## src/rtl/ac_cool_controller_pkg.sv

```systemverilog
// Shared types and defaults for the cooling-side climate interlock controller.
// Default widths/thresholds mirror the common climate constant set.
package ac_cool_controller_pkg;

  localparam int unsigned TEMP_W_DEF       = 8;
  localparam int unsigned COOL_ON_THR_DEF  = 26;
  localparam int unsigned COOL_OFF_THR_DEF = 24;
  localparam int unsigned STATE_W          = 2;
  localparam int unsigned STARTS_W         = 16;

  typedef enum logic [STATE_W-1:0] {
    ST_OFF_LOCK = 2'd0,
    ST_IDLE     = 2'd1,
    ST_COOLING  = 2'd2
  } state_e;

  typedef struct packed {
    logic want;
    logic safety_stop;
    logic comfort_stop;
  } cool_terms_t;

  function automatic logic [STARTS_W-1:0] sat_inc(input logic [STARTS_W-1:0] v);
    return (v == '1) ? v : v + STARTS_W'(1);
  endfunction

endpackage

```

## src/rtl/ac_cool_controller_cycle_timer.sv

```systemverilog
// Loadable down-counter that holds at zero, with a registered zero flag.
module ac_cool_controller_cycle_timer #(
  parameter int unsigned CNT_W   = 8,
  parameter int unsigned RST_VAL = 0
) (
  input  logic             clk,
  input  logic             rst,
  input  logic             load_i,
  input  logic [CNT_W-1:0] load_val_i,
  input  logic             dec_i,
  output logic             zero_o
);

  logic [CNT_W-1:0] cnt_q, cnt_d;
  logic             zero_q;

  always_comb begin
    cnt_d = cnt_q;
    if (load_i) begin
      cnt_d = load_val_i;
    end else if (dec_i && (cnt_q != '0)) begin
      cnt_d = cnt_q - CNT_W'(1);
    end
  end

  always_ff @(posedge clk or posedge rst) begin
    if (rst) begin
      cnt_q  <= CNT_W'(RST_VAL);
      zero_q <= (RST_VAL == 0);
    end else begin
      cnt_q  <= cnt_d;
      zero_q <= (cnt_d == '0);
    end
  end

  assign zero_o = zero_q;

endmodule

```

## src/rtl/ac_cool_controller.sv

```systemverilog
// Compressor run controller: hysteresis, min-on, anti-short-cycle lockout, heat exclusion.
// Optional fan overrun after a stop is enabled with `define AC_COOL_FAN_OVERRUN_EN.
module ac_cool_controller
  import ac_cool_controller_pkg::*;
#(
  parameter int unsigned TEMP_W       = TEMP_W_DEF,
  parameter int unsigned COOL_ON_THR  = COOL_ON_THR_DEF,
  parameter int unsigned COOL_OFF_THR = COOL_OFF_THR_DEF,
  parameter int unsigned MIN_ON_CYC   = 8,
  parameter int unsigned MIN_OFF_CYC  = 16,
  parameter int unsigned CNT_W        = 8,
  parameter int unsigned FAN_OVR_CYC  = 4
) (
  input  logic                clk,
  input  logic                rst,
  input  logic [TEMP_W-1:0]   temp,
  input  logic                presence,
  input  logic                window,
  input  logic                heat_active,
  output logic                ac_cool,
  output logic                fan_on,
  output logic                lockout,
  output logic [STATE_W-1:0]  state,
  output logic [STARTS_W-1:0] cool_starts
);

  localparam int unsigned MAX_A   = (MIN_ON_CYC > MIN_OFF_CYC) ? MIN_ON_CYC : MIN_OFF_CYC;
  localparam int unsigned MAX_CYC = (MAX_A > FAN_OVR_CYC) ? MAX_A : FAN_OVR_CYC;

  if (COOL_OFF_THR >= COOL_ON_THR) begin : g_thr_chk
    $error("COOL_OFF_THR must be below COOL_ON_THR");
  end
  if ((64'd1 << CNT_W) <= 64'(MAX_CYC)) begin : g_cnt_chk
    $error("CNT_W too narrow for the configured cycle counts");
  end
  if ((MIN_ON_CYC == 0) || (MIN_OFF_CYC == 0) || (FAN_OVR_CYC == 0)) begin : g_cyc_chk
    $error("cycle counts must be at least 1");
  end

  cool_terms_t           terms_c;
  state_e                state_q, state_d;
  logic                  tmr_load, tmr_dec, tmr_zero;
  logic [CNT_W-1:0]      tmr_val;
  logic                  ac_cool_q, ac_cool_d;
  logic                  fan_on_q, fan_on_d;
  logic                  lockout_q, lockout_d;
  logic [STARTS_W-1:0]   cool_starts_q, cool_starts_d;

  always_comb begin
    terms_c              = '0;
    terms_c.want         = (temp >= TEMP_W'(COOL_ON_THR)) & presence & ~window & ~heat_active;
    terms_c.safety_stop  = window | heat_active;
    terms_c.comfort_stop = (temp <= TEMP_W'(COOL_OFF_THR)) | ~presence;
  end

  // Shared lockout / min-on timer; reset value makes the power-up lockout full length.
  ac_cool_controller_cycle_timer #(
    .CNT_W   (CNT_W),
    .RST_VAL (MIN_OFF_CYC - 1)
  ) u_run_timer (
    .clk        (clk),
    .rst        (rst),
    .load_i     (tmr_load),
    .load_val_i (tmr_val),
    .dec_i      (tmr_dec),
    .zero_o     (tmr_zero)
  );

  always_ff @(posedge clk or posedge rst) begin
    if (rst) state_q <= ST_OFF_LOCK;
    else     state_q <= state_d;
  end

  always_comb begin
    state_d  = state_q;
    tmr_load = 1'b0;
    tmr_dec  = 1'b0;
    tmr_val  = CNT_W'(MIN_OFF_CYC - 1);
    case (state_q)
      ST_OFF_LOCK: begin
        if (tmr_zero) state_d = ST_IDLE;
        else          tmr_dec = 1'b1;
      end
      ST_IDLE: begin
        if (terms_c.want) begin
          state_d  = ST_COOLING;
          tmr_load = 1'b1;
          tmr_val  = CNT_W'(MIN_ON_CYC - 1);
        end
      end
      ST_COOLING: begin
        // Safety stops bypass min-on; comfort stops wait for it to expire.
        if (terms_c.safety_stop || (terms_c.comfort_stop && tmr_zero)) begin
          state_d  = ST_OFF_LOCK;
          tmr_load = 1'b1;
        end else begin
          tmr_dec = 1'b1;
        end
      end
      default: begin
        state_d  = ST_OFF_LOCK;
        tmr_load = 1'b1;
      end
    endcase
  end

`ifdef AC_COOL_FAN_OVERRUN_EN
  logic leave_cool_c;
  logic ovr_q, ovr_d, ovr_load, ovr_dec, ovr_zero;

  assign leave_cool_c = (state_q == ST_COOLING) && (state_d == ST_OFF_LOCK);

  ac_cool_controller_cycle_timer #(
    .CNT_W   (CNT_W),
    .RST_VAL (0)
  ) u_ovr_timer (
    .clk        (clk),
    .rst        (rst),
    .load_i     (ovr_load),
    .load_val_i (CNT_W'(FAN_OVR_CYC - 1)),
    .dec_i      (ovr_dec),
    .zero_o     (ovr_zero)
  );

  // A heat-induced stop skips overrun so the fan does not fight the heater.
  always_comb begin
    ovr_d    = ovr_q;
    ovr_load = 1'b0;
    ovr_dec  = 1'b0;
    if (leave_cool_c && !heat_active) begin
      ovr_d    = 1'b1;
      ovr_load = 1'b1;
    end else if (ovr_q) begin
      if (ovr_zero) ovr_d   = 1'b0;
      else          ovr_dec = 1'b1;
    end
  end

  always_ff @(posedge clk or posedge rst) begin
    if (rst) ovr_q <= 1'b0;
    else     ovr_q <= ovr_d;
  end
`endif

  always_comb begin
    ac_cool_d     = (state_d == ST_COOLING);
    lockout_d     = (state_d == ST_OFF_LOCK);
    cool_starts_d = cool_starts_q;
    if ((state_q == ST_IDLE) && (state_d == ST_COOLING)) begin
      cool_starts_d = sat_inc(cool_starts_q);
    end
`ifdef AC_COOL_FAN_OVERRUN_EN
    fan_on_d = ac_cool_d | ovr_d;
`else
    fan_on_d = ac_cool_d;
`endif
  end

  always_ff @(posedge clk or posedge rst) begin
    if (rst) begin
      ac_cool_q     <= 1'b0;
      fan_on_q      <= 1'b0;
      lockout_q     <= 1'b1;
      cool_starts_q <= '0;
    end else begin
      ac_cool_q     <= ac_cool_d;
      fan_on_q      <= fan_on_d;
      lockout_q     <= lockout_d;
      cool_starts_q <= cool_starts_d;
    end
  end

  assign ac_cool     = ac_cool_q;
  assign fan_on      = fan_on_q;
  assign lockout     = lockout_q;
  assign state       = state_q;
  assign cool_starts = cool_starts_q;

endmodule

```

## config.mk

```make
export PLATFORM = sky130hd
export DESIGN_NAME = ac_cool_controller
export DESIGN_NICKNAME = d
export VERILOG_FILES = /design/src/rtl/ac_cool_controller_pkg.sv /design/src/rtl/ac_cool_controller_cycle_timer.sv /design/src/rtl/ac_cool_controller.sv
export SDC_FILE = /design/constraint.sdc
export NUM_CORES = 1
export LEC_CHECK = 0
export CORE_MARGIN = 3
export CORE_UTILIZATION = 40
export DETAILED_ROUTE_END_ITERATION = 12
export GPL_ROUTABILITY_DRIVEN = 0
export SYNTH_ARGS = -nofsm -noshare
export SYNTH_HDL_FRONTEND = slang
export SYNTH_HIERARCHICAL = 1
export SYNTH_SLANG_ARGS = --single-unit
```

## constraint.sdc

```tcl
create_clock -name clk -period 3.8 [get_ports clk]
set_input_delay 0.76 -clock clk [delete_from_list [all_inputs] [get_ports clk]]
set_output_delay 0.76 -clock clk [all_outputs]
set_load 0.05 [all_outputs]
```

==> results of run 1 <==
-- power by group --
| part | switching (mW) | internal [mW] |
|---|---|---|
| Combinational | 0.293 | 0.219 |
| Clock | 0.122 | 0.127 |
| Sequential | 0.0939 | 0.396 |
| Total | 0.509 | 0.741 |
-- critical path, stage by stage --
cell	delay [ns]
clkdlybuf4s50_1	0.50
o211a_1	0.21
o21ai_0	0.12
a31o_2	0.28
o21ai_0	0.23
buf_4	0.18
nand4bb_1	0.18
o311a_1	0.34
a221o_1	0.28
or3_1	0.39
nor4_2	0.15
-- layout by cell type (no fill, tap or decap), types with 2 or more instances in the layout --
| cell type | instances |
|---|---|
| clkdlybuf4s50_1 | 33 |
| nand4_1 | 4 |
| a2111oi_4 | 3 |
| mux2i_1 | 2 |
| a21oi_1 | 2 |
| clkbuf_8 | 5 |
| buf_4 | 6 |
| a2111oi_2 | 4 |
| xor2_1 | 10 |
| a211oi_1 | 5 |
| o21a_1 | 2 |
| or3_1 | 4 |
| nor4b_4 | 2 |
| nand3_1 | 5 |
| dfstp_2 | 5 |
| mux2_2 | 3 |
| nand2_1 | 8 |
| clkinv_2 | 2 |
| nor2b_1 | 2 |
| inv_1 | 11 |
| nor2_1 | 6 |
| o211a_1 | 2 |
| dfrtp_1 | 24 |
| ha_1 | 3 |
| nor3_1 | 7 |
| conb_1 | 8 |
| o21ai_0 | 8 |
| xnor2_1 | 4 |
-- kinds of logic after synthesis --
| group | after synthesis |
|---|---|
| simple gates | 53 |
| compound gates | 41 |
| flops | 29 |
| buf+inv | 19 |
| xor+xnor | 14 |
| mux | 6 |
| fa+ha+maj | 3 |
| other cells | 2 |
-- cell type report --
class                           instances  area, um^2
Timing Repair Buffer                   39         375
Tap cell                               52        65.1
Clock inverter                          2        10.0
Fill cell                             415        2080
Clock buffer                            6        72.6
Multi-Input combinational cell        125        1040
Sequential cell                        29         732
Inverter                               11        41.3
-- through the flow --
stage | utilization [%] | setup WS (ns) | cells | total power [mW]
global route | 53.0 | 0.141 | 264 | 1.32
CTS | 53.0 | 0.404 | 264 | 1.26
detailed placement | 51.1 | 0.130 | 256 | 1.00
floorplan | - | 0.706 | 173 | 0.853
finish | 53.0 | 0.365 | 264 | 1.25
global placement | 51.1 | 0.223 | 256 | 0.985
-- per-layer routing --
metal	GRT usage, %	vias to the layer above	wire, um
met1	19.2	741	1820
met4	6.24	0	59
met5	0	-	0
met2	32.6	30	2420
li1	-	703	-
met3	4.86	8	159
-- sequential cells by signal, indices dropped and copies added, names as in the netlist --
register,count
fan_on,1
u_run_timer/cnt_q,8
lockout,1
state,2
u_run_timer/zero_o,1
cool_starts,16
-- worst paths after layout --
check                                       endpoint  slack, ns  depth (start not counted)
worst min register to register       cool_starts[11]       0.52                          1
min in group asynchronous       u_run_timer/cnt_q[7]       0.78                          2
max in group asynchronous             cool_starts[1]       2.34                          2
worst max register to register    u_run_timer/zero_o       0.88                          9
worst max-delay path              u_run_timer/zero_o       0.37                         11
worst min-delay path                 cool_starts[11]       0.52                          1
==> impl_metrics.yaml, run 1 <==
timing:
  setup_tns_ns: 0
  drv_slew: 0
  rsz0062_at_grt: "no"
  setup_violations: 0
  whs_ns: 0.518
  fin_crit_sh_pct: 90.4
  hold_violations: 0
  max_slew_margin_pct: 46.9
  skew_ns: 0.00976
  period_needed_ns: 3.43
  fmax_mhz: 291
  worstMarginPinSlew_ns: 0.796
global_routing:
  antenna_found_initial: 0
  grt_pass1_vias: 1525
  grt_pass1_wl_mm: 7.30
  grt_overflow: 0
  grt_use_total_pct: 17.6
  grt_max_degree: 21
synthesis:
  synth_edf_count: 0
  synthSimpleGateAreaFrac_pct: 20.0
  synth.distinct_cells: 59
  synth_cells: 167
  synth_seq_cells: 29
  synth_top_family_by_area: "compound AO/OA/AOI/OAI gates"
  yosys_most_used_dff: "dfrtp_1"
  async_flop_share_pct: 100
  synth_area_leaders: "dfrtp_1, dfstp_2, xor2_1"
  synth_top_area_share_pct: 32.4
  yosysWarnings: 6
  muxShareOfSynthArea_pct: 3.51
  yosysMostFrequentCell: "dfrtp_1"
  syn_area_per_cell_um2: 11.1
  syn-cell-area_mm2: 0.00185
  yosysTopAreaCell: "dfrtp_1"
  synth_fa_ha_area_share_pct: 2.03
  ys_top_cells_by_count: "dfrtp_1, inv_1, xor2_1"
  yosysSeqAreaShare_pct: 39.5
  synth_compound_area_share_pct: 22.5
  synth-xor-area-share_pct: 6.62
cts:
  clock-root-buffer: "clkbuf_8"
  clk_pin_slew_ns: 0.07
  numCtsBuffers: 5
  cts_num_sinks: 29
  ctsResizeCount: 0
  cts_tree: "done"
  h-tree-depth: 2
  clk_path_buf_depth: 2
  post_cts_buffers: 0
  cts_hold_buf: 0
  clk-insertion-delay-late_ns: 0.28
route:
  drtPass1Iterations: 4
  viasPerCell: 5.61
  wl_mm: 4.46
  wl_per_cell_um: 16.9
  via_count: 1482
  ant_nets: 0
  first_iter_violations: 44
  drc: 0
finish:
  antennaDiodeCount: 0
  area_growth_pct: 26.3
  layout-drive-gt1-share_pct: 21.2
  final_cell_area_mm2: 0.00234
  final_nets: 227
worst_setup_path:
  path_class: "in -> reg"
  r2r_start: "state[0]"
  required_ns: 3.98
  cp-start-kind: "primary input"
  cp-end-kind: "flip-flop"
  crit_start: "temp[3]"
  worstPathArrival_ns: 3.62
  path_max_fanout: 5
floorplan:
  rows: 24
  start_util_pct: 42.0
  num_io_pins: 34
  fp.dieW_um: 74.0
  die-area_mm2: 0.00548
  fp.dieH_um: 74.0
  core_mm2: 0.00441
worst_hold_path:
  hp-start: "cool_starts[11]"
  hp-class: "reg -> reg"
power_and_ir_drop:
  leakage_nw: 0.940
  p_per_area_mw_per_mm2: 535
  peakVddDrop_uv: 351
run_status:
  status: "completed"
placed_design:
  hpwl_mm: 3.31
  placed_area_mm2: 0.00226
  io_buffers: 33
flow_run:
  cap_violations: 0
(Power assumes the default switching activity.)
==> inputs of run 2 (changes only) <==
CORE_MARGIN = 4   (was 3)
RECOVER_POWER = 50   (was not set)
==> impl_metrics.yaml, run 2 (synthesized netlist as in run 1, its figures left out) <==
run_status:
  status: "completed"
worst_setup_path:
  cp_slowest_stage_delay_ns: 0.49
  path_cells: "clkdlybuf4s50_1 > o211a_1 > o21ai_0 > a31o_2 > o21ai_0 > buf_4 > nand4bb_1 > o311a_1 > a221o_1 > or3_1 > nor4_2"
  path_class: "in -> reg"
  worst-path-buf-inv: 2
  cp-end-kind: "flip-flop"
  required_ns: 3.97
  crit_family: "compound AO/OA/AOI/OAI gates"
  cp-start-kind: "primary input"
  path_common_cell: "o21ai_0"
  cp_slowest_cell: "clkdlybuf4s50_1"
  path_max_fanout: 5
  worstPathArrival_ns: 3.60
finish:
  fin_util_pct: 53.1
  area_growth_pct: 26.7
  final_nets: 227
  layout-drive-gt1-share_pct: 20.8
  antennaDiodeCount: 0
  fillCellCount: 391
  mostFrequentLayoutCells: "dfrtp_1, clkdlybuf4s50_1, inv_1, xor2_1, dlygate4sd3_1"
  register_area_um2: 732
  largest_reg_flops: 16
  layout_commonest_cell: "dfrtp_1"
  multi_input_area_mm2: 0.00104
timing:
  period_needed_ns: 3.42
  skew_ns: 0.00718
  max_slew_margin_pct: 46.7
  drv_slew: 0
  hold_violations: 0
  fmax_mhz: 292
  fin_crit_sh_pct: 90.1
  setup_violations: 0
  setup_tns_ns: 0
  worstMarginPinSlew_ns: 0.796
  rsz0062_at_grt: "no"
route:
  drtPass1Iterations: 4
  ant_nets: 0
  first_iter_violations: 68
  wl_mm: 4.29
  viasPerCell: 5.59
  drc: 0
  wl_per_cell_um: 16.2
  via_count: 1476
floorplan:
  fp.dieH_um: 76.0
  start_util_pct: 42.0
  num_io_pins: 34
  core_mm2: 0.00441
  die-area_mm2: 0.00578
  fp.dieW_um: 76.0
  rows: 24
cts:
  numCtsBuffers: 5
  cts_hold_buf: 0
  clk-insertion-delay-late_ns: 0.28
  cts_num_sinks: 29
  post_cts_buffers: 0
  ctsResizeCount: 0
  cts_tree: "done"
  clk_path_buf_depth: 2
  clock-root-buffer: "clkbuf_8"
  h-tree-depth: 2
  clk_pin_slew_ns: 0.06
placed_design:
  io_buffers: 33
  hpwl_mm: 3.25
power_and_ir_drop:
  p_per_area_mw_per_mm2: 535
  leakage_nw: 0.956
  peakVddDrop_uv: 291
worst_hold_path:
  hp-class: "reg -> reg"
global_routing:
  grt_use_total_pct: 15.6
  grt_max_degree: 21
  grt_pass1_wl_mm: 7.48
  grt_overflow: 0
  grt_pass1_vias: 1506
  antenna_found_initial: 0
flow_run:
  cap_violations: 0
-- run 2: cell count changes in the layout (fill, tap and decap cells not counted) --
cell,before,now
dlygate4sd3_1,0,10
clkbuf_1,1,2
clkdlybuf4s50_1,33,23
clkbuf_8,5,6
clkinv_2,2,0
-- run 2: area by class of cell --
class	count	area share, %
inverters	11	1.76
flip-flops and latches	29	31.2
clock buffers	8	3.84
multi-input cells	125	44.4
repair buffers	39	16.0
well taps	52	2.77
-- run 2: path summary, 6_finish.rpt --
path / startpoint / endpoint / slack (ns) / cells after the start
max: temp[3] / u_run_timer/zero_o / 0.38 / 11
min: cool_starts[11] / cool_starts[11] / 0.50 / 1
max reg2reg: state[0] / u_run_timer/zero_o / 0.91 / 9
min reg2reg: cool_starts[11] / cool_starts[11] / 0.50 / 1
max in group asynchronous: rst / cool_starts[0] / 2.21 / 2
min in group asynchronous: rst / u_run_timer/zero_o / 0.92 / 2
-- run 2: per-stage QoR --
stage                     power [mW]  cell area (um^2)  instances  hold slack, ns  setup WS (ns)
after floorplan                0.853              1870        173           0.571          0.706
after detailed placement        1.00              2260        256           0.506          0.125
final                           1.25              2350        264           0.504          0.376
after CTS                       1.27              2350        264           0.520          0.394
after global routing            1.34              2350        264           0.529          0.157
after global placement         0.986              2260        256           0.494          0.223
-- run 2: metal layers --
metal,wire length (um),GRT usage [%]
met1,1720,18.6
met2,2330,27.7
met3,166,3.43
met4,70,4.98
met5,0,0
-- run 2: power breakdown --
part	internal [mW]	switching, mW	total (mW)
combinational	0.216	0.291	0.507
clock	0.147	0.110	0.257
sequential	0.396	0.0930	0.489
total	0.760	0.494	1.25
==> inputs of run 3 (changes only) <==
CELL_PAD_IN_SITES_DETAIL_PLACEMENT = 0   (was not set)
CELL_PAD_IN_SITES_GLOBAL_PLACEMENT = 1   (was not set)
CORE_MARGIN = not set   (was 4)
PLACE_DENSITY_LB_ADDON = 0.1   (was not set)
==> impl_metrics.yaml, run 3 (synthesized netlist as in run 1, its figures left out) <==
timing:
  drv_slew: 0
  worstMarginPinSlew_ns: 0.819
  whs_ns: 0.489
  fin_crit_sh_pct: 92.0
  setup_tns_ns: 0
  max_slew_margin_pct: 45.2
  hold_violations: 0
  rsz0062_at_grt: "no"
  setup_violations: 0
  skew_ns: 0.00822
  fmax_mhz: 286
  fin_ws_ns: 0.304
  period_needed_ns: 3.50
power_and_ir_drop:
  leakage_nw: 0.966
  combinationalPowerShare_pct: 37.7
  clock_power_share_pct: 25.3
  peakVddDrop_uv: 345
  p_sw_mw: 0.498
  total_power_mw: 1.32
  p_per_area_mw_per_mm2: 561
  intPower_mw: 0.825
  power_frac_seq_pct: 37.0
  p_sw_share_pct: 37.6
global_routing:
  met1_usage_pct: 23.4
  use_met3_pct: 3.46
  grt_use_total_pct: 18.3
  grt_max_degree: 21
  grt_pass1_wl_mm: 7.09
  grtUsageMet2_pct: 31.7
  antenna_found_initial: 0
  grt_overflow: 0
  grt-busiest-layer: "met2"
  grt_pass1_vias: 1435
finish:
  area_growth_pct: 27.3
  fin_util_pct: 53.4
  instances_no_fill: 262
  final_cell_area_mm2: 0.00236
  register_area_um2: 732
  mostFrequentLayoutCells: "dfrtp_1, clkdlybuf4s50_1, inv_1, xor2_1, dlygate4sd3_1"
  fillCellCount: 374
  layout-drive-gt1-share_pct: 20.5
  final_nets: 225
  antennaDiodeCount: 0
  layout_commonest_cell: "dfrtp_1"
  multi_input_area_mm2: 0.00104
  largest_reg_flops: 16
worst_setup_path:
  r2r-end: "u_run_timer/zero_o"
  reg2regPathDepth: 8
  cp-start-kind: "primary input"
  cp-end-kind: "flip-flop"
  path_class: "in -> reg"
  r2r_start: "state[0]"
  endpoint: "u_run_timer/zero_o"
  path_max_fanout: 6
  required_ns: 3.98
  crit_start: "temp[4]"
  rrSetupSlack_ns: 0.85
  worstPathArrival_ns: 3.68
cts:
  numCtsBuffers: 5
  post_cts_buffers: 0
  cts_num_sinks: 29
  clk_pin_slew_ns: 0.07
  clock-root-buffer: "clkbuf_8"
  h-tree-depth: 2
  cts_tree: "done"
  clk_path_buf_depth: 2
  clk-insertion-delay-late_ns: 0.28
  cts_hold_buf: 0
  ctsResizeCount: 0
route:
  ant_nets: 0
  first_iter_violations: 66
  via_count: 1498
  viasPerCell: 5.72
  wl_mm: 4.21
  wl_per_cell_um: 16.1
  drtPass1Iterations: 4
  drc: 0
placed_design:
  dp_slack_ns: 0.0504
  io_buffers: 33
  placed_area_mm2: 0.00224
  placedCellCount: 254
  hpwl_mm: 3.01
floorplan:
  fp.dieH_um: 70.0
  fp.dieW_um: 70.0
  rows: 24
  die-area_mm2: 0.00491
  start_util_pct: 42.0
  core_mm2: 0.00441
  num_io_pins: 34
run_status:
  status: "completed"
flow_run:
  cap_violations: 0
worst_hold_path:
  hp-class: "reg -> reg"
## run 3: changes by cell type in the layout (fill, tap and decap cells not counted)
cell and change:
buf_4 -2, bufinv_16 +1, clkbuf_1 -1
## run 3: routing by layer
metal	wire length [um]	up-vias
li1	-	697
met1	1840	748
met2	2170	47
met3	163	6
met4	38	0
met5	0	-
## run 3: worst max-delay path, stage by stage
cell and delay (ns):
clkdlybuf4s50_1 0.49, o211a_1 0.20, o21ai_0 0.14, a31o_2 0.29, o21ai_0 0.32, or4b_1 0.59, o211a_1 0.28, a221oi_2 0.21
o211ai_1 0.15, nor4_2 0.23
## run 3: worst min-delay path by stage
| stage | cells past startpoint | start | end | slack (ns) |
|---|---|---|---|---|
| finish | 1 | cool_starts[11] | cool_starts[11] | 0.49 |
| global route | 1 | cool_starts[11] | cool_starts[11] | 0.53 |
| CTS | 1 | cool_starts[11] | cool_starts[11] | 0.50 |
| detailed placement | 1 | cool_starts[11] | cool_starts[11] | 0.48 |
| global placement | 1 | cool_starts[11] | cool_starts[11] | 0.48 |
| floorplan | 2 | u_run_timer/zero_o | state[0] | 0.57 |
## run 3: power by group through the flow
stage / Combinational, mW / Sequential, mW / Clock (mW)
final: 0.499 / 0.489 / 0.335
after global routing: 0.548 / 0.502 / 0.353
after CTS: 0.503 / 0.488 / 0.338
after detailed placement: 0.499 / 0.494 / 0
after global placement: 0.492 / 0.493 / 0
after floorplan: 0.314 / 0.538 / 0
## run 3: layout make-up
cell class | instances | share of cell area, %
clock inverters | 1 | 1.27
multi-input cells | 125 | 44.2
well taps | 52 | 2.76
clock buffers | 7 | 3.66
repair buffers | 37 | 15.3
flip-flops and latches | 29 | 31.1
inverters | 11 | 1.75
